===== config.mk =====
export PLATFORM = sky130hd
export DESIGN_NAME = reg_dump_reader_flat
export DESIGN_NICKNAME = d
export VERILOG_FILES = /design/src/rtl/regdump_pkg.sv /design/src/rtl/reg_dump_reader_if.sv /design/src/rtl/reg_dump_reader.sv /design/src/flat_wrapper.sv
export SDC_FILE = /design/constraint.sdc
export NUM_CORES = 1
export LEC_CHECK = 0
export BUFFER_PORTS_ARGS = -buffer_cell sky130_fd_sc_hd__clkbuf_2
export CAP_MARGIN = 20
export CORE_ASPECT_RATIO = 0.9
export CORE_MARGIN = 2
export CORE_UTILIZATION = 55
export DETAILED_ROUTE_END_ITERATION = 10
export GPL_ROUTABILITY_DRIVEN = 0
export PLACE_DENSITY = 0.94
export SETUP_SLACK_MARGIN = 0.15
export SYNTH_ARGS = -nofsm -noshare
export SYNTH_HDL_FRONTEND = slang
export SYNTH_SLANG_ARGS = --single-unit

===== constraint.sdc =====
create_clock -name Clk -period 4.35 [get_ports Clk]
set_input_delay 0.435 -clock Clk [delete_from_list [all_inputs] [get_ports Clk]]
set_output_delay 0.435 -clock Clk [all_outputs]
set_load 0.01 [all_outputs]

===== src/rtl/regdump_pkg.sv =====
// Shared definitions for the register dump sweeper and its RegFile neighbour.
package regdump_pkg;

   localparam int W_DEF = 8;   // RegFile data width
   localparam int A_DEF = 3;   // RegFile address width

   typedef enum logic [1:0] {
      IDLE = 2'd0,
      LOAD = 2'd1,
      SEND = 2'd2,
      DONE = 2'd3
   } state_t;

endpackage


===== src/rtl/reg_dump_reader_if.sv =====
// Beat stream carrying (address, data) pairs out of the dump sweeper.
interface reg_dump_reader_if
   import regdump_pkg::*;
#(
   parameter int W = W_DEF,
   parameter int A = A_DEF
);
   logic         OutValid;
   logic         OutReady;
   logic [A-1:0] OutAddr;
   logic [W-1:0] OutData;
   logic         OutLast;

   modport master (output OutValid, OutAddr, OutData, OutLast, input OutReady);
   modport slave  (input  OutValid, OutAddr, OutData, OutLast, output OutReady);
endinterface


===== src/rtl/reg_dump_reader.sv =====
// Sweeps every RegFile entry through one read port, streams (addr, data)
// beats with valid/ready, and accumulates a mod-2**W checksum.
module reg_dump_reader
   import regdump_pkg::*;
#(
   parameter int W = W_DEF,
   parameter int A = A_DEF
) (
   input  logic                     Clk,
   input  logic                     Reset,
   input  logic                     Start,
   output logic [A-1:0]             RdAddr,
   input  logic [W-1:0]             RdData,
   reg_dump_reader_if.master        dump,
   output logic                     Busy,
   output logic                     Done,
   output logic [W-1:0]             Checksum
);

   localparam logic [A-1:0] LAST_IDX = '1;

   state_t       state;
   logic [A-1:0] idx;

   // Single FSM: index counter, read address, beat register and checksum.
   // RdAddr is registered one step ahead so it already equals idx in LOAD,
   // giving the RegFile a full cycle to return RdData.
   always_ff @(posedge Clk) begin
      if (Reset) begin
         state         <= IDLE;
         idx           <= '0;
         RdAddr        <= '0;
         dump.OutValid <= 1'b0;
         dump.OutAddr  <= '0;
         dump.OutData  <= '0;
         dump.OutLast  <= 1'b0;
         Busy          <= 1'b0;
         Done          <= 1'b0;
         Checksum      <= '0;
      end else begin
         case (state)
            // DONE holds Done/Checksum until a new Start, which re-sweeps from 0
            IDLE, DONE: begin
               if (Start) begin
                  state    <= LOAD;
                  idx      <= '0;
                  RdAddr   <= '0;
                  Checksum <= '0;
                  Busy     <= 1'b1;
                  Done     <= 1'b0;
               end
            end
            LOAD: begin
               dump.OutData  <= RdData;
               dump.OutAddr  <= idx;
               dump.OutLast  <= (idx == LAST_IDX);
               dump.OutValid <= 1'b1;
               state         <= SEND;
            end
            // Beat held stable until accepted; Start is ignored mid-sweep
            SEND: begin
               if (dump.OutReady) begin
                  Checksum      <= Checksum + dump.OutData;
                  dump.OutValid <= 1'b0;
                  if (dump.OutLast) begin
                     state <= DONE;
                     Busy  <= 1'b0;
                     Done  <= 1'b1;
                  end else begin
                     idx    <= idx + 1'b1;
                     RdAddr <= idx + 1'b1;
                     state  <= LOAD;
                  end
               end
            end
            default: state <= IDLE;
         endcase
      end
   end

endmodule


===== src/flat_wrapper.sv =====
// flat-port wrapper written by rule: the top's interface ports become plain ports
module reg_dump_reader_flat import regdump_pkg::*;
#(
   parameter int W = W_DEF,
   parameter int A = A_DEF
)
  (Clk, Reset, Start, RdAddr, RdData, Busy, Done, Checksum, dump_OutValid, dump_OutAddr, dump_OutData, dump_OutLast, dump_OutReady);
  reg_dump_reader_if #(.W(W), .A(A)) dump_i ();
  input  logic Clk;
  input  logic Reset;
  input  logic Start;
  output logic [A-1:0] RdAddr;
  input  logic [W-1:0] RdData;
  output logic Busy;
  output logic Done;
  output logic [W-1:0] Checksum;
  output wire logic [$bits(dump_i.OutValid)-1:0] dump_OutValid;
  output wire logic [$bits(dump_i.OutAddr)-1:0] dump_OutAddr;
  output wire logic [$bits(dump_i.OutData)-1:0] dump_OutData;
  output wire logic [$bits(dump_i.OutLast)-1:0] dump_OutLast;
  input wire logic [$bits(dump_i.OutReady)-1:0] dump_OutReady;
  assign dump_OutValid = dump_i.OutValid;
  assign dump_OutAddr = dump_i.OutAddr;
  assign dump_OutData = dump_i.OutData;
  assign dump_OutLast = dump_i.OutLast;
  assign dump_i.OutReady = dump_OutReady;
  reg_dump_reader #(.W(W), .A(A)) u_core (.Clk(Clk), .Reset(Reset), .Start(Start), .RdAddr(RdAddr), .RdData(RdData), .dump(dump_i), .Busy(Busy), .Done(Done), .Checksum(Checksum));
endmodule

==> out/metrics.yaml <==
power_and_ir_drop:
  p_total_mw: 0.5352
  swShare_pct: 31.94
  seqPwrFrac_pct: 53.7
  switchingPower_mw: 0.1709
  power_frac_clock_pct: 19.6
  p_per_area_mw_per_mm2: 330.0
  pwr-share-comb_pct: 26.7
  p_leak_nw: 0.7821
  ir_worst_vdd_v: 0.0002288
  p_int_mw: 0.3642
clock_network:
  cts_resized: 0
  ctsHoldBuffers: 0
  cts_tree: "done"
  cts_buffer_depth: 2
  path_clk_slew_ns: 0.14
  cts_buffers: 3
  clockRootBuffer: "clkbuf_4"
  insertion_delay_ns: 0.32
  clkSinkCount: 28
  postCtsSetupBuffers: 0
  h-tree-depth: 1
sta:
  setup_viol: 0
  finalCriticalPeriod_ns: 2.069
  grt_setup_unrepaired: "no"
  worst_slack_ns: 2.281
  hold_viol_final: 0
  skew_ns: 0.004544
  drv_slew: 0
  setup_tns_ns: 0
  fmax_mhz: 483.2
  max_slew_margin_pct: 46.34
  hold_slack_ns: 0.3389
  fin_crit_sh_pct: 47.57
  worst_pin_slew_ns: 0.8048
route:
  wl_per_cell_um: 14.62
  ant_nets: 0
  dr.pass1.iters: 6
  wl_um: 3100
  drc: 0
  vias: 1217
  dr.first_iter.drc_count: 18
  vias_per_cell: 5.741
synthesis:
  synth-simple-area-share_pct: 14.26
  synth_edf_count: 0
  synth_top_family_by_area: "compound AO/OA/AOI/OAI gates"
  synth-seq-cells: 28
  synth_nets: 176
  syn_area_mm2: 0.001421
  synth_cells: 151
  yosys_warnings: 0
  yosysUniqueCellTypes: 35
  synthTopCellsByCount: "28 x dfxtp_1, 27 x nor2_1, 13 x mux2i_1"
  seq_area_frac_synth_pct: 39.44
  synth_xor_area_share_pct: 3.081
  synthAdderAreaFrac_pct: 11.97
  synth_mux_area_share_pct: 9.155
  syn_avg_cell_area_um2: 9.413
  yosysMostFrequentCell: "dfxtp_1"
  netlist.area_leader.share_pct: 39.44
  synth_top_area_cell: "dfxtp_1"
  synthTopCellsByArea: "dfxtp_1 39%, ha_1 11%, mux2i_1 9.2%, nor2_1 7.1%, a22oi_1 4.8%"
  async_reset_ff_share_pct: 0
  synth_flop_cell: "dfxtp_1"
  synth_compound_area_share_pct: 17.78
cells_and_area:
  drive_above_1_share_pct: 23.37
  diodes: 0
  fin_area_mm2: 0.001622
  area_growth_pct: 14.08
  layout.nets: 211
  fin_cells: 212
  final_util_pct: 66.29
  fillers: 214
job:
  drv_cap: 0
placement:
  port_buffers: 37
  dp_hpwl_um: 2279
  dpl.cell_count: 209
  placed_area_mm2: 0.001599
  dpl_worst_slack_ns: 2.331
floorplanning:
  die_y_um: 52.23
  die_area_mm2: 0.003007
  start_util_pct: 58.11
  core_mm2: 0.002446
  row_count: 17
  die_w_um: 57.59
  ioPinCount: 38
outcome:
  status: "complete, no violations"
global_route:
  antenna_found_initial: 0
  grt_pass1_vias: 1182
  grt_overflow: 0
  grt_first_pass_wirelength_um: 5009
  grt_use_total_pct: 21.79
  grt_max_degree: 30
worst_setup_path:
  cp_cell_sequence: "ha_1 > fa_1 > a21o_1 > a21oi_1 > o21bai_1 > a21oi_1 > xor2_1 > o31ai_1"
  cpMaxStageDelayCell: "fa_1"
  criticalPathCategory: "flip-flop to flip-flop"
  r2r_start: "u_core.dump.OutData[0]"
  r2r_slack_ns: 2.28
  crit_path_max_fanout: 3
  crit_top_cell: "a21oi_1"
  cp-startpoint: "u_core.dump.OutData[0]"
  critPathLaunchType: "flip-flop"
  crit_path_end_kind: "flip-flop"
  arrival_ns: 2.28
  crit_required_ns: 4.56
  rr_endpoint: "u_core.Checksum[6]"
  cpPeakStageDelay_ns: 0.41
  worstRegToRegCells: 8
hold_path:
  min_path_type: "primary input to flip-flop"
  whs_path_depth: 3
  hold_path_end: "u_core.dump.OutData[6]"
  min_from: "RdData[6]"
==> registers in the layout, summed over array words and instances, names as in the netlist <==
register and flops:
u_core.dump.OutLast 1, u_core.state 2, u_core.Done 1, u_core.dump.OutAddr 3
u_core.dump.OutData 8, u_core.Checksum 8, u_core.dump.OutValid 1, u_core.RdAddr 3
u_core.Busy 1
==> worst max-delay path, delay by kind of cell, from the launching register on <==
| kind | cells | cell delay [ns] |
|---|---|---|
| xor+xnor | 1 | 0.17 |
| fa+ha+maj | 2 | 0.66 |
| compound gates | 5 | 0.76 |
| flops | 1 | 0.36 |
==> worst max path at each step <==
stage | to | slack, ns | cells past startpoint
6_report | u_core.Checksum[6] | 2.28 | 8
5_1_grt | u_core.Checksum[6] | 2.10 | 8
4_1_cts | u_core.Checksum[6] | 2.29 | 8
3_5_place_dp | u_core.Checksum[6] | 2.33 | 8
3_3_place_gp | u_core.Checksum[6] | 2.39 | 8
2_1_floorplan | u_core.Checksum[6] | 2.43 | 8
==> cell families after synthesis <==
logic type,after synthesis
buffers and inverters,12
flip-flops,28
adder cells (fa/ha/maj),13
AO/OA/AOI/OAI,36
multiplexers,13
AND/OR/NAND/NOR,44
XOR/XNOR,5
==> area by class of cell <==
cell class / count / area, um2 / share of cell area, %
Inverter: 5 / 18.77 / 1.157
Timing Repair Buffer: 37 / 185.2 / 11.42
Sequential cell: 28 / 560.5 / 34.57
Tap cell: 28 / 35.03 / 2.160
Clock buffer: 3 / 22.52 / 1.389
Multi-Input combinational cell: 111 / 799.5 / 49.31
==> placed cells by master, fill, tap and decap left out, types with 2 or more instances in the layout <==
| cell | n |
|---|---|
| inv_1 | 5 |
| a21oi_1 | 11 |
| a22oi_1 | 9 |
| nand2b_1 | 2 |
| mux2i_1 | 13 |
| xnor2_1 | 3 |
| xor2_1 | 2 |
| nor2_1 | 27 |
| a211oi_1 | 2 |
| nor3_1 | 3 |
| nand2_1 | 5 |
| clkbuf_2 | 37 |
| a21o_1 | 3 |
| o21bai_1 | 3 |
| clkbuf_4 | 3 |
| dfxtp_1 | 28 |
| ha_1 | 12 |
==> per-layer routing <==
layer,vias to the layer above,track usage (%),routed length (um)
met5,-,0,0
met4,0,8.527,45
met3,9,2.222,148
met2,45,41.67,1663
met1,567,24.77,1242
li1,596,-,-
==> power by group through the flow <==
| stage | clock, mW | sequential (mW) | combinational, mW |
|---|---|---|---|
| after global placement | 0 | 0.291 | 0.135 |
| after floorplan | 0 | 0.296 | 0.101 |
| after CTS | 0.107 | 0.287 | 0.143 |
| final | 0.105 | 0.287 | 0.143 |
| after global routing | 0.117 | 0.290 | 0.157 |
| after detailed placement | 0 | 0.293 | 0.142 |
(Power assumes the default switching activity.)
